**config.mk**
```make
export PLATFORM = sky130hd
export DESIGN_NAME = fetch_unit
export DESIGN_NICKNAME = d
export VERILOG_FILES = /design/src/rtl/fetch_pkg.sv /design/src/rtl/fetch_fifo.sv /design/src/rtl/fetch_unit.sv
export SDC_FILE = /design/constraint.sdc
export NUM_CORES = 1
export LEC_CHECK = 0
export ABC_AREA = 1
export ABC_CLOCK_PERIOD_IN_PS = 6500
export CAP_MARGIN = 25
export CORE_MARGIN = 4
export CORE_UTILIZATION = 40
export CTS_CLUSTER_SIZE = 30
export DETAILED_ROUTE_END_ITERATION = 12
export PLACE_DENSITY = 0.58
export SLEW_MARGIN = 20
export SYNTH_ARGS = -nofsm -noshare
export SYNTH_HDL_FRONTEND = slang
export SYNTH_SLANG_ARGS = --single-unit
export TNS_END_PERCENT = 5
```
**constraint.sdc**
```tcl
create_clock -name clk -period 6.5 [get_ports clk]
set_input_delay 1.3 -clock clk [delete_from_list [all_inputs] [get_ports clk]]
set_output_delay 1.3 -clock clk [all_outputs]
set_load 0.05 [all_outputs]
```
**src/rtl/fetch_pkg.sv**
```systemverilog
// Shared fetch-path constants and the fetch-entry record used by the
// fetch unit, its queues and anything that observes decoded fetch entries.
package fetch_pkg;

  localparam int unsigned        ADDR_W    = 32;
  localparam int unsigned        INSTR_W   = 32;
  localparam logic [ADDR_W-1:0]  RESET_PC  = 32'h0000_0000;
  localparam int unsigned        PC_STEP   = 4;
  localparam logic [INSTR_W-1:0] NOP_INSTR = 32'h0000_0013;

  typedef struct packed {
    logic [ADDR_W-1:0]  pc;
    logic [INSTR_W-1:0] instr;
  } fetch_entry_t;

endpackage

```
**src/rtl/fetch_fifo.sv**
```systemverilog
// Synchronous FIFO with flush and occupancy count; used both as the PC-tag
// FIFO for outstanding requests and as the instruction queue towards decode.
module fetch_fifo #(
  parameter int unsigned WIDTH = 32,
  parameter int unsigned DEPTH = 4
) (
  input  logic                       clk,
  input  logic                       rst_n,
  input  logic                       flush_i,
  input  logic                       push_i,
  input  logic [WIDTH-1:0]           din_i,
  input  logic                       pop_i,
  output logic [WIDTH-1:0]           dout_o,
  output logic                       full_o,
  output logic                       empty_o,
  output logic [$clog2(DEPTH+1)-1:0] count_o
);
  import fetch_pkg::*;

  localparam int unsigned PW = (DEPTH > 1) ? $clog2(DEPTH) : 1;
  localparam int unsigned CW = $clog2(DEPTH + 1);

  logic [WIDTH-1:0] mem_q [DEPTH];
  logic [PW-1:0]    rd_q, wr_q;
  logic [CW-1:0]    cnt_q;
  logic             do_push, do_pop;

  function automatic logic [PW-1:0] ptr_inc(input logic [PW-1:0] p);
    return (p == PW'(DEPTH - 1)) ? '0 : p + PW'(1);
  endfunction

  assign full_o  = (cnt_q == CW'(DEPTH));
  assign empty_o = (cnt_q == '0);
  assign count_o = cnt_q;
  assign dout_o  = mem_q[rd_q];

  // A push into a full FIFO is accepted only when the head leaves in the same cycle.
  assign do_pop  = pop_i && !empty_o;
  assign do_push = push_i && (!full_o || do_pop);

  always_ff @(posedge clk or negedge rst_n) begin
    if (!rst_n) begin
      rd_q  <= '0;
      wr_q  <= '0;
      cnt_q <= '0;
      for (int unsigned i = 0; i < DEPTH; i++) begin
        mem_q[i] <= '0;
      end
    end else if (flush_i) begin
      rd_q  <= '0;
      wr_q  <= '0;
      cnt_q <= '0;
    end else begin
      if (do_push) begin
        mem_q[wr_q] <= din_i;
        wr_q        <= ptr_inc(wr_q);
      end
      if (do_pop) begin
        rd_q <= ptr_inc(rd_q);
      end
      case ({do_push, do_pop})
        2'b10:   cnt_q <= cnt_q + CW'(1);
        2'b01:   cnt_q <= cnt_q - CW'(1);
        default: cnt_q <= cnt_q;
      endcase
    end
  end

endmodule

```
**src/rtl/fetch_unit.sv**
```systemverilog
// Sequential instruction fetch with credit-limited memory requests, an
// in-order fetch queue towards decode, and redirect with in-flight drop.
module fetch_unit #(
  parameter int unsigned       ADDR_W   = fetch_pkg::ADDR_W,
  parameter int unsigned       INSTR_W  = fetch_pkg::INSTR_W,
  parameter int unsigned       DEPTH    = 4,
  parameter int unsigned       MAX_OUT  = 4,
  parameter logic [ADDR_W-1:0] RESET_PC = fetch_pkg::RESET_PC,
  parameter int unsigned       PC_STEP  = fetch_pkg::PC_STEP
) (
  input  logic               clk,
  input  logic               reset,
  output logic               imem_req_valid,
  input  logic               imem_req_ready,
  output logic [ADDR_W-1:0]  imem_req_addr,
  input  logic               imem_resp_valid,
  input  logic [INSTR_W-1:0] imem_resp_data,
  input  logic               redirect_valid,
  input  logic [ADDR_W-1:0]  redirect_pc,
  output logic               out_valid,
  input  logic               out_ready,
  output logic [INSTR_W-1:0] out_instr,
  output logic [ADDR_W-1:0]  out_pc,
  output logic [ADDR_W-1:0]  pc
);
  import fetch_pkg::*;

  localparam int unsigned OW = $clog2(MAX_OUT + 1);
  localparam int unsigned QW = $clog2(DEPTH + 1);
  localparam int unsigned SW = ((OW > QW) ? OW : QW) + 1;
  localparam int unsigned EW = ADDR_W + INSTR_W;

  logic [ADDR_W-1:0] pc_q, pc_d;
  logic [OW-1:0]     drop_q, drop_d;
  logic [OW-1:0]     outstanding;
  logic [QW-1:0]     occupancy;
  logic [SW-1:0]     credit_used;
  logic              fire, resp_take, q_pop;
  logic              tag_full, tag_empty, q_full, q_empty;
  logic [ADDR_W-1:0] resp_tag;
  logic [EW-1:0]     q_head;

  // Outstanding requests are tracked by the tag FIFO occupancy itself.
  fetch_fifo #(
    .WIDTH (ADDR_W),
    .DEPTH (MAX_OUT)
  ) u_tag_fifo (
    .clk     (clk),
    .rst_n   (reset),
    .flush_i (1'b0),
    .push_i  (fire),
    .din_i   (pc_q),
    .pop_i   (imem_resp_valid),
    .dout_o  (resp_tag),
    .full_o  (tag_full),
    .empty_o (tag_empty),
    .count_o (outstanding)
  );

  fetch_fifo #(
    .WIDTH (EW),
    .DEPTH (DEPTH)
  ) u_instr_q (
    .clk     (clk),
    .rst_n   (reset),
    .flush_i (redirect_valid),
    .push_i  (resp_take),
    .din_i   ({resp_tag, imem_resp_data}),
    .pop_i   (q_pop),
    .dout_o  (q_head),
    .full_o  (q_full),
    .empty_o (q_empty),
    .count_o (occupancy)
  );

  assign credit_used    = SW'(outstanding) + SW'(occupancy);
  assign imem_req_valid = reset && !redirect_valid && !tag_full
                          && (credit_used < SW'(DEPTH));
  assign imem_req_addr  = pc_q;
  assign pc             = pc_q;
  assign fire           = imem_req_valid && imem_req_ready;

  assign resp_take = imem_resp_valid && (drop_q == '0) && !redirect_valid;

  assign out_valid = !q_empty;
  assign q_pop     = out_valid && out_ready;
  assign out_pc    = q_head[EW-1:INSTR_W];
  assign out_instr = q_head[INSTR_W-1:0];

  // On redirect every request still in flight after this cycle is stale.
  always_comb begin
    pc_d   = pc_q;
    drop_d = drop_q;
    if (redirect_valid) begin
      pc_d   = {redirect_pc[ADDR_W-1:2], 2'b00};
      drop_d = outstanding - OW'(imem_resp_valid);
    end else begin
      if (fire) begin
        pc_d = pc_q + ADDR_W'(PC_STEP);
      end
      if (imem_resp_valid && (drop_q != '0)) begin
        drop_d = drop_q - OW'(1);
      end
    end
  end

  always_ff @(posedge clk or negedge reset) begin
    if (!reset) begin
      pc_q   <= RESET_PC;
      drop_q <= '0;
    end else begin
      pc_q   <= pc_d;
      drop_q <= drop_d;
    end
  end

  a_resp_has_tag : assert property (
    @(posedge clk) disable iff (!reset) imem_resp_valid |-> !tag_empty);

  a_queue_no_overflow : assert property (
    @(posedge clk) disable iff (!reset) resp_take |-> (!q_full || q_pop));

endmodule

```
==> impl_summary.log <==
[metrics] Unique masters post-synth: 30
[metrics] global router's overall resource usage: 21.70%
[metrics] unrepaired setup endpoints after global routing: false
[metrics] total congestion overflow: 0
[metrics] Die Width: 232.1 um
[metrics] multi-input gate area in the final layout: 8359 um2
[metrics] number of global-route vias before repair: 17.24k
[metrics] maximum clock frequency: 191.7 MHz
[metrics] Die H: 232.1 um
[metrics] Std-Cell Core Area: 49,250 um2
[metrics] violation count after the first detailed-routing iteration: 1,402
[metrics] Crit path arrival time: 3.92 ns
[metrics] first-pass GRT wire length: 94,790 um
[metrics] number of iterations in the first detailed-routing pass: 5
[metrics] maximum fanout along the worst path: 65
[metrics] number of antenna violations at the first check in global routing: 0
[metrics] hold-fix buffer count after cts: 0
[metrics] count of pins over their slew limit: 0
[metrics] final RePlAce weighted congestion: 0.9244
[metrics] post-route antenna net violation count: 0
[metrics] Row Count: 81
[metrics] sink count of the clock tree: 415
[metrics] number of port buffers: 191
[metrics] I/O pin count: 200
[metrics] via count normalized by instance count: 5.271
[metrics] Yosys reg bits: 415
[metrics] layout filler cell count: 4,858
[metrics] worst hold path type: flip-flop to flip-flop
[metrics] insertion delay to the later sink of the worst-skew pair: 0.58 ns
[metrics] Antenna Diode Count: 0
[metrics] leading cell types in the layout, fill and taps excluded: nand2_1, o21ai_0, dfrtp_1
[metrics] cts bufs inserted: 47
[metrics] proportion of synthesized chip area in sequential cells: 51.68%
[metrics] required time of the worst setup path: 5.20 ns
[metrics] power density over cell area: 436.0 nW/um2
[metrics] IR Drop Worst-Case VDD: 0.1888 mV
[metrics] kind of end point of the critical path: output port
[metrics] share of cells above drive strength 1: 4.526%
[metrics] total leakage power: 11.39 nW
[metrics] root buf cell: clkbuf_16
[metrics] deepest level of the CTS H-tree: 2
[metrics] post-synthesis area per instance: 7.951 um2
[metrics] cell count after synthesis: 2,527
[metrics] hold slack final: 0.4815 ns
[metrics] maximum number of pins on one net before global-route repair: 251
[metrics] clock skew after layout: 0.02447 ns
[metrics] source of the worst register-to-register timing path: drop_q[0]$_DFFE_PN0P_
[metrics] final net count: 2,681
[metrics] TritonCTS clock tree: done
[metrics] # Post-CTS Setup Buffers: 0
[metrics] synthesized cell area: 20,090 um2
[metrics] DRC viols: 0
[metrics] Critical Path Start Type: flip-flop
[metrics] Clock transition at path regs: 0.06 ns
[metrics] setup total negative slack: 0 ns
[metrics] share of flip-flops with an asynchronous set or reset: 100.0%
[metrics] hold violation count in the final report: 0
[metrics] status: finished, final reports clean
[metrics] combined flip-flop and latch cell area: 10,390 um2
[metrics] half-perimeter wire length after detailed placement: 33,610 um
[metrics] leading cell type in the layout, fill and taps excluded: nand2_1
[metrics] die footprint: 53,880 um2
[metrics] via count: 17.36k
[metrics] placement-stage cell area: 22,030 um2
[metrics] critical path class: flip-flop to output port
[metrics] source of the worst hold timing path: u_tag_fifo.mem_q[58]$_DFFE_PN0P_
[metrics] top flip-flop cell by instance count after synthesis: dfrtp_1
[metrics] final setup vio count: 0
[metrics] WL per Instance: 17.80 um
[metrics] launching element of the worst setup path: u_instr_q.rd_q[0]$_DFFE_PN0P_
[metrics] Clock Path Buffers: 3
[metrics] number of synthesized flops with an enable pin: 0
[metrics] effective utilization at floorplan: 40.79%
[metrics] maxcap violations: 0
[metrics] Gates resized, CTS repair: 0
[metrics] transition time at the pin with the least slew margin: 1.093 ns
[metrics] finished layout cell area: 23,620 um2
[metrics] total number of yosys warnings: 0
[metrics] relative area change from synthesis to final layout: 17.57%
[metrics] worst relative slew slack: 27.12%
[metrics] final worst-path cycle share: 80.27%
[metrics] fraction of the core area covered by cells at the end of the flow: 47.96%
[metrics] clock period minus worst slack: 5.218 ns
[metrics] Total Wirelength: 58,630 um
-- stage by stage --
step	cells	worst slack [ns]	power, mW
global placement	3204	1.887	7.610
detailed placement	3205	1.829	7.690
finish	3293	1.282	10.30
global route	3293	0.9659	10.96
CTS	3292	1.215	10.39
floorplan	2532	2.702	6.320
-- report_power, final --
group,leakage [nW],switching [mW],internal [mW]
clock,0.765,1.07,1.60
combinational,5.11,2.81,1.22
sequential,5.52,0.384,3.21
-- metal layers --
layer,vias to the layer above,wire length [um],track usage (%)
met5,-,0,0
met4,0,1089,4.838
met3,86,3567,3.484
met2,502,26800,35.41
met1,8375,27170,30.68
li1,8393,-,-
-- worst max-delay path, cell delays in order, from the launching register on --
cell and delay [ns]:
dfrtp_4 0.86, clkinv_2 0.87, buf_12 0.51, o21ai_0 0.18
o22ai_1 0.14, clkdlybuf4s50_1 0.74
-- cell usage after synthesis (13+ instances only) --
library cell,n,area share (%)
ha_1,18,1.1
clkbuf_1,113,2.1
nand3_1,56,1.4
nand2_1,813,15
inv_1,60,1.1
o21ai_0,453,11
o22ai_1,92,2.9
nor2_1,243,4.5
buf_2,31,0.77
buf_4,37,1.4
o21ai_1,114,2.8
buf_6,25,1.4
xor2_1,13,0.57
dfrtp_1,415,52
-- final timing paths --
check,end,slack (ns),cells after the start
max reg2reg,u_instr_q.mem_q[58]$_DFFE_PN0P_,3.85,9
max in group asynchronous,u_instr_q.mem_q[58]$_DFFE_PN0P_,3.42,5
min in group asynchronous,u_instr_q.mem_q[170]$_DFFE_PN0P_,0.59,1
min,u_tag_fifo.mem_q[58]$_DFFE_PN0P_,0.48,2
max,out_pc[2],1.28,5
min reg2reg,u_tag_fifo.mem_q[58]$_DFFE_PN0P_,0.48,2
-- logic make-up after synthesis --
| group | after synthesis | share of synthesized area [%] |
|---|---|---|
| simple gates | 1133 | 21.96 |
| compound gates | 669 | 17.37 |
| flops | 415 | 51.68 |
| buf+inv | 273 | 6.943 |
| fa+ha+maj | 20 | 1.320 |
| xor+xnor | 16 | 0.6975 |
| other cells | 1 | 0.01866 |
-- final cells by class --
cell class,count,area share [%]
Multi-Input combinational cell,1844,35.39
Clock buffer,80,6.186
Inverter,67,1.091
Sequential cell,415,43.98
Tap cell,664,3.517
Timing Repair Buffer,216,9.396
Clock inverter,7,0.4396
-- registers in the layout, indices dropped and copies added (netlist names) --
register            flops
u_tag_fifo.rd_q         2
u_tag_fifo.mem_q      120
u_instr_q.rd_q          2
u_instr_q.mem_q       248
imem_req_addr          30
u_tag_fifo.wr_q         2
drop_q                  3
u_tag_fifo.count_o      3
u_instr_q.wr_q          2
u_instr_q.count_o       3
Power figures use the tool's default switching activity.
